$ cat config.mk
export PLATFORM = sky130hd
export DESIGN_NAME = chiplet_input_mux
export DESIGN_NICKNAME = d
export VERILOG_FILES = /design/src/rtl/chiplet_input_mux.sv
export SDC_FILE = /design/constraint.sdc
export NUM_CORES = 1
export LEC_CHECK = 0
export BUFFER_PORTS_ARGS = -buffer_cell sky130_fd_sc_hd__clkbuf_2
export CORE_MARGIN = 1
export CORE_UTILIZATION = 43
export DETAILED_ROUTE_END_ITERATION = 7
export SLEW_MARGIN = 40
export SYNTH_ARGS = -nofsm -noshare
export SYNTH_HDL_FRONTEND = slang
export SYNTH_SLANG_ARGS = --single-unit
$ cat constraint.sdc
create_clock -name clk -period 5.3 [get_ports clk]
set_input_delay 0.795 -clock clk [delete_from_list [all_inputs] [get_ports clk]]
set_output_delay 0.795 -clock clk [all_outputs]
set_load 0.01 [all_outputs]
$ cat src/rtl/chiplet_input_mux.sv
// chiplet_input_mux: per-port input FIFOs feeding a wormhole-locked output stage; define CHIPLET_INPUT_MUX_OUTREG_EN for a registered output
module chiplet_input_mux #(
    parameter int TILES      = 2,
    parameter int PLANES     = 2,
    parameter int FLIT_WIDTH = 34,
    parameter int DEPTH      = 4
) (
    input  logic                                   clk,
    input  logic                                   rst,
    input  logic [TILES*PLANES*FLIT_WIDTH-1:0]     in_data,
    input  logic [TILES*PLANES-1:0]                in_valid,
    output logic [TILES*PLANES-1:0]                in_ready,
    output logic [TILES*PLANES-1:0]                request,
    input  logic [TILES*PLANES-1:0]                grant,
    input  logic                                   grant_valid,
    output logic                                   forwarding_head,
    output logic                                   forwarding_tail,
    output logic [FLIT_WIDTH-1:0]                  out_data,
    output logic                                   out_valid,
    input  logic                                   out_ready
);
    localparam int N  = TILES * PLANES;
    localparam int AW = $clog2(DEPTH);
    localparam int LW = (N > 1) ? $clog2(N) : 1;

    typedef enum logic {IDLE, PKT} state_t;

    state_t                state, state_nx;
    logic [LW-1:0]         lock_port, g, sel;
    logic [FLIT_WIDTH-1:0] mem [N][DEPTH];
    logic [AW:0]           wp [N];
    logic [AW:0]           rp [N];
    logic [N-1:0]          empty, full, push, pop_vec;
    logic [FLIT_WIDTH-1:0] flit;
    logic                  adv, pop, is_tail;

    assign in_ready = rst ? '0 : ~full;
    assign push     = in_valid & in_ready;
    assign request  = ~empty;
    assign sel      = (state == IDLE) ? g : lock_port;
    assign flit     = mem[sel][rp[sel][AW-1:0]];
    assign is_tail  = flit[FLIT_WIDTH-2];
    assign pop      = adv && !empty[sel] && ((state == IDLE) ? grant_valid : 1'b1);

    // FIFO occupancy flags and the one-hot pop decode
    always_comb begin
        for (int i = 0; i < N; i++) begin
            empty[i]   = wp[i] == rp[i];
            full[i]    = (wp[i][AW] != rp[i][AW]) && (wp[i][AW-1:0] == rp[i][AW-1:0]);
            pop_vec[i] = pop && (sel == LW'(i));
        end
    end

    // one-hot grant to port index
    always_comb begin
        g = '0;
        for (int i = 0; i < N; i++)
            if (grant[i]) g = LW'(i);
    end

    // FIFO pointers; they wrap naturally with the extra lap bit
    always_ff @(posedge clk) begin
        for (int i = 0; i < N; i++) begin
            if (rst) begin
                wp[i] <= '0;
                rp[i] <= '0;
            end else begin
                if (push[i]) wp[i] <= wp[i] + 1'b1;
                if (pop_vec[i]) rp[i] <= rp[i] + 1'b1;
            end
        end
    end

    // FIFO storage, not reset: contents are only visible through the pointers
    always_ff @(posedge clk) begin
        for (int i = 0; i < N; i++)
            if (push[i]) mem[i][wp[i][AW-1:0]] <= in_data[i*FLIT_WIDTH +: FLIT_WIDTH];
    end

    // state register and packet lock, captured from the grant on a non-tail head
    always_ff @(posedge clk) begin
        if (rst) begin
            state     <= IDLE;
            lock_port <= '0;
        end else begin
            state <= state_nx;
            if (pop && state == IDLE && !is_tail) lock_port <= g;
        end
    end

    // a pop opens a packet unless the flit is a tail, which always returns to IDLE
    always_comb begin
        state_nx        = state;
        forwarding_head = 1'b0;
        forwarding_tail = 1'b0;
        if (pop) begin
            forwarding_head = state == IDLE;
            forwarding_tail = is_tail;
            state_nx        = is_tail ? IDLE : PKT;
        end
    end

`ifdef CHIPLET_INPUT_MUX_OUTREG_EN
    assign adv = !out_valid || out_ready;

    // output register: load on pop, drain on downstream accept
    always_ff @(posedge clk) begin
        if (rst) begin
            out_valid <= 1'b0;
            out_data  <= '0;
        end else if (pop) begin
            out_valid <= 1'b1;
            out_data  <= flit;
        end else if (out_ready) begin
            out_valid <= 1'b0;
        end
    end
`else
    assign adv       = out_ready;
    assign out_data  = flit;
    assign out_valid = (state == IDLE) ? grant_valid : !empty[lock_port];
`endif

    // HEAD must be set exactly on the first popped flit of a packet
    assert property (@(posedge clk) disable iff (rst) pop |-> (flit[FLIT_WIDTH-1] == (state == IDLE)))
        else $warning("chiplet_input_mux: HEAD/TAIL protocol violation");
endmodule

; ---- Yosys cells after proc, flatten, opt, wreduce, memory -nomap -nowiden
; Memory sizes are Yosys's and may differ from the RTL's.
; Index checks and enable logic that the tools add are counted.
[classes]
add_sub_neg = 8
magnitude_cmp = 11
eq_ne = 15
n_mux = 63
bitwise = 17
n_reduce_logical = 20
[op_table]
columns = op, count
row1 = $mux 136, 4
row2 = $demux 34 s2, 4
row3 = $mux 34, 6
row4 = $bmux 34 s2, 1
row5 = $mux 1, 34
row6 = $add 3x1->3 const B, 8
row7 = $mux 3, 8
row8 = $logic_and 1x1->1, 16
row9 = $ge 3x3->1 const B, 5
row10 = $not 2->3, 5
row11 = $eq 3x3->1, 4
row12 = $lt 3x1->1 const B, 4
row13 = $eq 2x2->1, 4
row14 = $not 4->4, 2
row15 = $or 1x1->1, 8
row16 = $lt 2x3->1 const B, 2
row17 = $mux 2, 3
row18 = $and 4x4->4, 1
row19 = $bmux 1 s2, 2
row20 = $eq 2x2->1 const B, 2
row21 = $mux 4, 1
row22 = $ne 1x1->1, 4
row23 = $logic_not 1->1, 3
row24 = $eq 2x1->1 const B, 1
row25 = 2 further kinds, 2
[word_totals]
ff_bits = 3
ram_bits = 568
inputBits = 148
n_memories = 3
[memory_table]
columns = name, words, width, read_ports, rd_ports_with_merged_regs, write_ports, line_no
row1 = mem, 4, 136, 1, 0, 4, 30  ; logic [FLIT_WIDTH-1:0] mem [N][DEPTH];
row2 = rp, 4, 3, 5, 0, 4, 32  ; logic [AW:0] rp [N];
row3 = wp, 4, 3, 4, 0, 4, 31  ; logic [AW:0] wp [N];

; ---- Depth between registers and ports, before layout
; Gate-level depths: netlist of run 1.
[depth]
depth_word = 14
depth_mapped = 12
ltp_nobuf = 7

; ---- Worst setup path before layout of run 1
; No wires, ideal clock.
[synth_path]
kind = input to output
from = input grant[3]
to = output forwarding_tail
t_arrival_ns = 2.796
required_ns = 4.505
path_slack_ns = 1.709
cell_stages = 10
n_path_buf = 3
path_cell_list = buf_6 -> or4b_4 -> and2_1 -> buf_6 -> o221a_1 -> buf_6 -> mux2i_1 -> mux2i_1 -> or2_2 -> nor2b_1
[synth_between]
elab_chain_cells = 8
elab_cells_between_ends = 14
[synth_lines]
columns = element, line_no
row1 = start: declaration, 14  ; input logic [TILES*PLANES-1:0] grant,
row2 = $mux 2 *, 58  ; if (grant[i]) g = LW'(i);
row3 = $mux 2 *, 40  ; assign sel = (state == IDLE) ? g : lock_port;
row4 = $mem_v2 4x3, n/a
row5 = $not 2->3 (not written as such), 41  ; assign flit = mem[sel][rp[sel][AW-1:0]];
row6 = $bmux 34 s2 *, 41
row7 = $mux 34 (not written as such) * (2 in a row), 41
row8 = named net out_data[32], 18  ; output logic [FLIT_WIDTH-1:0] out_data,
row9 = $mux 1 *, 96  ; if (pop) begin
row10 = end: declaration, 17  ; output logic forwarding_tail,
; The timed path passes the listed nets; every way through them passes the cells marked *. The select of a mux whose other input is x is not followed.

; ---- Worst setup path after layout of run 1
[layout_path]
from = register state
to = output out_data[22]
[layout_between]
elab_chain_cells = 6
elab_cells_between_ends = 7
[layout_lines]
columns = element, line_no
row1 = start: declaration, 28  ; state_t state, state_nx;
row2 = start signal: assignment, 86  ; state <= state_nx;
row3 = $mux 2 *, 40
row4 = $mem_v2 4x3, n/a
row5 = $not 2->3 (not written as such), 41
row6 = $bmux 34 s2 *, 41
row7 = $mux 34 (not written as such) * (2 in a row), 41
row8 = end: declaration, 18
; Mark *: on every way between the ends. The rest lies on a longest branch, timed or not. The select of a mux whose other input is x is not followed.

==> run metrics, run 1 <==
pins over their slew limit=0; WL final=60.50 mm; sequential area share after synthesis=0.7726; drt wl/cell=25.80 um; Non-Filler Instances=~2,300; commonest non-fill, non-tap cell in the layout=edfxtp_1; Warnings, synthesis=0; Max Buffers Root-to-Sink=3; crit path buf inv count=3; die area=0.05243 mm^2; CP required=~4.5 ns; Critical Path Start Type=flip-flop; syn_area_per_cell=~15 um^2; core area=just over 0.05 mm^2; Die Wd=between 200 and 250 um; reg2reg setup slack=approximately 2.0 ns; delay-heaviest family, CP=buffers and inverters; antenna violations before repair=13; pwr dens=slightly above 400 mW/mm^2; total gr overflow=0; FF+latch count, synth=roughly 570; Comb pwr share=0.117; largest net degree at the start of global routing=90; Distinct cells, synth=50; nets=approximately 1,800; NetSw=roughly 0.0026 W; Worst Hold Path EP=mem[2][98]; Leak=9.117 nW; failing checks=DRC; Crit Path Category=reg2out; DR vias=around 14,000; die height=229.0 um; WP data arrival=roughly 4 ns; Internal=0.007944 W; Cells after Synth=roughly 1,400; Slowest-stage cell, CP=dfxtp_1; Hold Path Stages=1; post-CTS sizing=0; Post-CTS Setup Repair Bufs=0; Clk network pwr share=0.392; worst slew pin tran=0.8635 ns; VDD IR-drop max=0.2505 mV; RSZ-0062 raised after global routing=no; count of input and output buffers=approximately 190; commonest cells after routing, fill and taps aside=568 x edfxtp_1, 204 x nand2_1, 191 x clkbuf_2; Clock transition at path regs=approximately 0.060 ns; Peak Freq=0.2039 GHz; crit path time final=between 4 and 5 ns; Via density=between 5 and 6; vias in the first global route=about 13,000; Async SR Flop Fraction=0; Syn-to-layout area delta=17.02%; clk root buf=clkbuf_16; HPWL Detailed=35.60 mm; fin crit share=0.9252; CP Capture Type=output port; EDFF count, synth=roughly 570; final hold vios=0; TNS Setup=0 ns; status=finished with violations; first-pass GRT wire length=around 90 mm; Rows=82; skew final=approximately 0.011 ns; CTS Buf Count=56; Ports=193; number of fill cells=4,285; MaxCap Viol Count=0; Pre-antenna DRT Iters=8; R2R depth=8; Syn Nets=between 1,500 and 2,000; register area=roughly 0.017 mm^2; area of the multi-input gates=0.004672 mm^2; share of layout cells above drive strength 1=0.2073; DRC Markers=2; RR Endpoint=lock_port[0]; hold path startpoint=in_data[98]; final-report setup violation count=0; Post-Syn Area=between 0.02 and 0.025 mm^2; Clock Sinks=between 500 and 600; worst r2r src=state; gpl congestion=0.7706; Routed Antenna Nets=0; hold buffer count at CTS=0; Iter 0 DRT Violations=1,683; Most used DFF post-synth=edfxtp_1; Tot GR Track Use=0.2283; sequential share of power=0.491; hold crit path type=in2reg; Starting Density=0.4389; crit path max fanout=29; H-tree depth=2; cells along the critical path=or4_1, and2_1, buf_4, o221a_4, buf_4, nand2_1, nand2_1, a221oi_1, a21oi_1, clkbuf_2; Worst-Skew Late Latency=0.61 ns; critical path's largest stage delay=between 0.6 and 0.7 ns; placed cell count=2,236; CTS tree=done; Max-Slew Margin vs Limit=0.4223; switching share of power=0.2453
stage by stage:
| stage | setup slack (ns) | hold slack (ns) | util | total power, W | area (um^2) |
|---|---|---|---|---|---|
| 2_1_floorplan | 1.709 | 0.5959 | - | 0.005969 | 22160 |
| 3_3_place_gp | 0.7952 | 0.6280 | 0.4744 | 0.006480 | 23950 |
| 3_5_place_dp | 0.7605 | 0.6414 | 0.4753 | 0.006505 | 23990 |
| 4_1_cts | 0.3596 | 0.3741 | 0.5134 | 0.01060 | 25910 |
| 5_1_grt | 0.1363 | 0.3946 | 0.5135 | 0.01087 | 25920 |
| 6_report | 0.3963 | 0.4068 | 0.5136 | 0.01053 | 25920 |
synthesized netlist by cell type (all sizes together), types with 2 or more instances:
library cell | count | share of area
ha | 20 | 0.011
nor3 | 41 | 0.0093
nor2b | 2 | 0.00056
or4 | 2 | 0.00068
o31a | 2 | 0.00079
a211oi | 3 | 0.0010
a21o | 3 | 0.0010
xor2 | 15 | 0.0059
dfxtp | 3 | 0.0027
edfxtp | 568 | 0.77
or3b | 3 | 0.0012
mux2i | 5 | 0.0023
clkbuf | 72 | 0.012
a221oi | 21 | 0.0083
or3 | 2 | 0.00056
a222oi | 132 | 0.060
nand2 | 208 | 0.035
inv | 15 | 0.0025
o21bai | 2 | 0.00068
and2 | 2 | 0.00056
nor4b | 5 | 0.0020
a21oi | 100 | 0.023
and3 | 31 | 0.0088
nor4 | 13 | 0.0037
buf | 24 | 0.0069
nand2b | 7 | 0.0020
nand3b | 2 | 0.00068
xnor2 | 5 | 0.0020
nor2 | 108 | 0.018
power groups by stage:
stage                     Clock, W  Sequential (W)  Combinational [W]
after floorplan                  0         0.00525           0.000718
after global routing       0.00434         0.00518            0.00134
after global placement           0         0.00526            0.00122
after CTS                  0.00419         0.00517            0.00124
final                      0.00412         0.00517            0.00123
after detailed placement         0         0.00527            0.00124
per-layer routing:
layer / GRT usage / up-vias / share of wire
met1: 0.3098 / 6921 / 0.42
li1: - / 6093 / -
met3: 0.04756 / 104 / 0.078
met5: 0 / - / 0.0017
met2: 0.3689 / 607 / 0.48
met4: 0.07208 / 18 / 0.025
logic make-up (layout without fill, tap and decap cells):
kind of cell,after synthesis,in the layout,synth area share
xor gates and xnor gates,20,20,0.007907
muxes,6,6,0.002937
DFF,571,571,0.7726
and+or+nand+nor,434,434,0.08646
other,0,4,0
AOI/OAI and AO/OA,270,270,0.09714
buffers and inverters,111,348,0.02169
adders and majority gates,20,20,0.01129
worst max path at each step:
stage	to	start	depth (start not counted)
floorplan	forwarding_tail	grant[3]	10
global placement	out_data[26]	grant[3]	11
detailed placement	out_data[22]	grant[3]	11
CTS	out_data[26]	state	10
global route	out_data[26]	state	10
finish	out_data[22]	state	10
flip-flops by register name, summed over array words and instances, names as in the netlist:
signal,count
lock_port,2
mem,544
rp,12
state,1
wp,12
worst reg2reg max path: stages, from the launching register on:
cell      delay [ns]
dfxtp_1         0.65
or4_1           0.35
and2_1          0.32
buf_4           0.37
o221a_4         0.50
mux2i_1         0.25
mux2i_1         0.19
o31a_1          0.34
a211oi_1        0.21
final cells by class:
type | count | share of cell area
diodes | 4 | 0.0003861
clock buffers | 60 | 0.05627
clock inverters | 45 | 0.01781
inverters | 15 | 0.002172
multi-input cells | 750 | 0.1802
flip-flops and latches | 571 | 0.6602
well taps | 672 | 0.03243
repair buffers | 228 | 0.05048
Note: power is estimated with default switching activity, not from simulation.
==> inputs of run 2 (changes only) <==
- ABC_AREA: default -> 1
==> run 2 against run 1 <==
Effect of this change: synthesized area grew 3.3%; cell count increased by 17%; sequential cell count did not move; the flow now finishes without violations; synthesized cell count grew 26%; sequential power barely moved; utilization fell by 0.51 points; via count up 7.5%; cell area rose by 3.1%; highest routed layer unchanged.
==> run metrics, run 2 <==
status=completed; worst hold margin=approximately 0.4 ns; Starting Density=0.4355; Iter 0 DRT Violations=1,280; Post-Synth Simple-Gate Area=0.1732; top cells by area, synth=edfxtp_1 75%, nand2_1 9.9%, nand4_1 3.9%; fin crit share=0.8948; mux cell area share after synthesis=0; Syn Nets=1,972; Leak=9.566 nW; number of fill cells=~4,600; vias in the first global route=around 14,000; max FFs per register=around 540; DRC Markers=0; count of input and output buffers=about 190; most numerous cell in the Yosys netlist=nand2_1; VDD IR-drop max=just under 0.3 mV; final hold vios=0; commonest cells after routing, fill and taps aside=603 x nand2_1, 568 x edfxtp_1, 191 x clkbuf_2; DR vias=about 15,000; antenna violations before repair=12; Post-CTS Setup Repair Bufs=0; MaxCap Viol Count=0; H-tree depth=2; Syn-to-layout area delta=16.76%; Rows=between 80 and 90; critical path's largest stage delay=around 0.60 ns; Clock Sinks=about 570; post-synth top area share=0.7454; crit path time final=about 4.7 ns; drt wl/cell=22.65 um; clk root buf=clkbuf_16; post-CTS sizing=0; HPWL Detailed=~39 mm; Post-Syn Area=around 0.023 mm^2; skew final=0.01474 ns; area leader, netlist=edfxtp_1; pins over their slew limit=0; nets=roughly 2,200; gpl congestion=roughly 0.86; register area=between 0.015 and 0.02 mm^2; core area=around 0.053 mm^2; hold path startpoint=in_data[67]; Max-Slew Margin vs Limit=0.4482; Via density=approximately 5.4; Max Buffers Root-to-Sink=3; FF+latch count, synth=~570; Post-Synth Adder-Cell Area=0.01094; share of layout cells above drive strength 1=0.1760; first-pass GRT wire length=a little over 90 mm; EDFF count, synth=568; placed cell count=around 2,700; die height=232.7 um; CP required=about 4.5 ns; area of the multi-input gates=0.005127 mm^2; R2R depth=12; Slowest-stage cell, CP=dfxtp_1; Worst-Skew Late Latency=approximately 0.6 ns; XOR/XNOR share of the synthesized area=0.006889; final-report setup violation count=0; WL final=just over 60 mm; Hold Path Stages=1; delay-heaviest family, CP=simple AND/OR/NAND/NOR gates; Distinct cells, synth=33; Crit Path Category=reg2out; cells along the critical path=inv_4, nand3_4, nand2_4, nor2_8, nand2_2, inv_2, nor2_1, nand2_2, buf_4, o21ai_0, o22ai_1, clkbuf_2; Async SR Flop Fraction=0; compound-cell area share of the yosys netlist=0.02778; crit path buf inv count=4; reg2reg setup slack=2.17 ns; CP Capture Type=output port; most frequent cells after synthesis=603 x nand2_1, 568 x edfxtp_1, 142 x nand4_1; die area=about 0.054 mm^2; Tot GR Track Use=0.2323; crit path max fanout=28; Pre-antenna DRT Iters=5; CTS Buf Count=56; Cells after Synth=1,804; Critical Path Start Type=flip-flop; pwr dens=approximately 430 mW/mm^2; Routed Antenna Nets=0; commonest non-fill, non-tap cell in the layout=nand2_1; worst slew pin tran=slightly above 0.8 ns; largest family of logic cells by synthesized area=simple AND/OR/NAND/NOR gates; Critical Path Most Common Cell=nand2_2; Non-Filler Instances=2,752; total gr overflow=0; syn_area_per_cell=roughly 13 um^2; Most used DFF post-synth=edfxtp_1; hold crit path type=in2reg; Warnings, synthesis=0; largest net degree at the start of global routing=86; TNS Setup=0 ns; CTS tree=done; RR Endpoint=state; Ports=between 150 and 200; WP data arrival=just under 4 ns; hold buffer count at CTS=0; Die Wd=about 230 um; Worst Hold Path EP=mem[1][101]; RSZ-0062 raised after global routing=no; Peak Freq=around 0.21 GHz; sequential area share after synthesis=0.7480; Clock transition at path regs=roughly 0.06 ns; worst r2r src=state
==> run 2: changes by cell type in the layout (fill, tap and decap cells not counted), sizes merged, moves of 33 or more <==
cell / before / now
nor3: 41 / 0
a222oi: 132 / 0
o22ai: 0 / 33
nand4: 1 / 142
o21ai: 1 / 79
nand2: 208 / 613
nand3: 1 / 35
a21oi: 100 / 1
inv: 15 / 72
==> run 2: area by class of cell <==
cell class              count  share of cell area
flip-flops and latches    571              0.6406
diodes                      2           0.0001873
repair buffers            244             0.05821
well taps                 688             0.03222
inverters                  73             0.01054
clock buffers              66             0.05544
clock inverters            32             0.01091
multi-input cells        1076              0.1919
==> run 2: where the power goes <==
group / switching, W / internal, W
combinational: 0.00163 / 0.000731
sequential: 0.0000547 / 0.00513
clock: 0.00165 / 0.00222
total: 0.00334 / 0.00808
==> run 2: worst max path at each step <==
| stage | start | endpoint | slack, ns | depth (start not counted) |
|---|---|---|---|---|
| CTS | state | out_data[13] | 0.56 | 12 |
| global route | state | out_data[18] | 0.38 | 12 |
| floorplan | rst | mem[0][0] | 2.16 | 5 |
| finish | state | out_data[13] | 0.56 | 12 |
| detailed placement | grant[2] | out_data[13] | 0.91 | 14 |
| global placement | grant[2] | out_data[18] | 0.92 | 14 |
==> run 2: kinds of logic after synthesis <==
family                     count (synthesis)
AOI/OAI and AO/OA                        116
xor gates and xnor gates                  18
adders and majority gates                 20
buffers and inverters                    157
DFF                                      571
and+or+nand+nor                          922
==> run 2: metal layers <==
metal	routed length, um	track usage	share of wire
met5	135	0	0.0022
met4	1612	0.06638	0.026
met3	5020	0.05245	0.081
met2	28420	0.3662	0.46
met1	27150	0.3227	0.44
==> run 2: metrics by stage <==
step	total power (W)	setup slack, ns	utilization	area (um^2)
finish	0.01142	0.5574	0.5085	26720
global route	0.01187	0.3826	0.5085	26720
CTS	0.01148	0.5583	0.5080	26690
detailed placement	0.007634	0.9086	0.4742	24920
global placement	0.007591	0.9234	0.4707	24740
floorplan	0.006731	2.156	-	22880
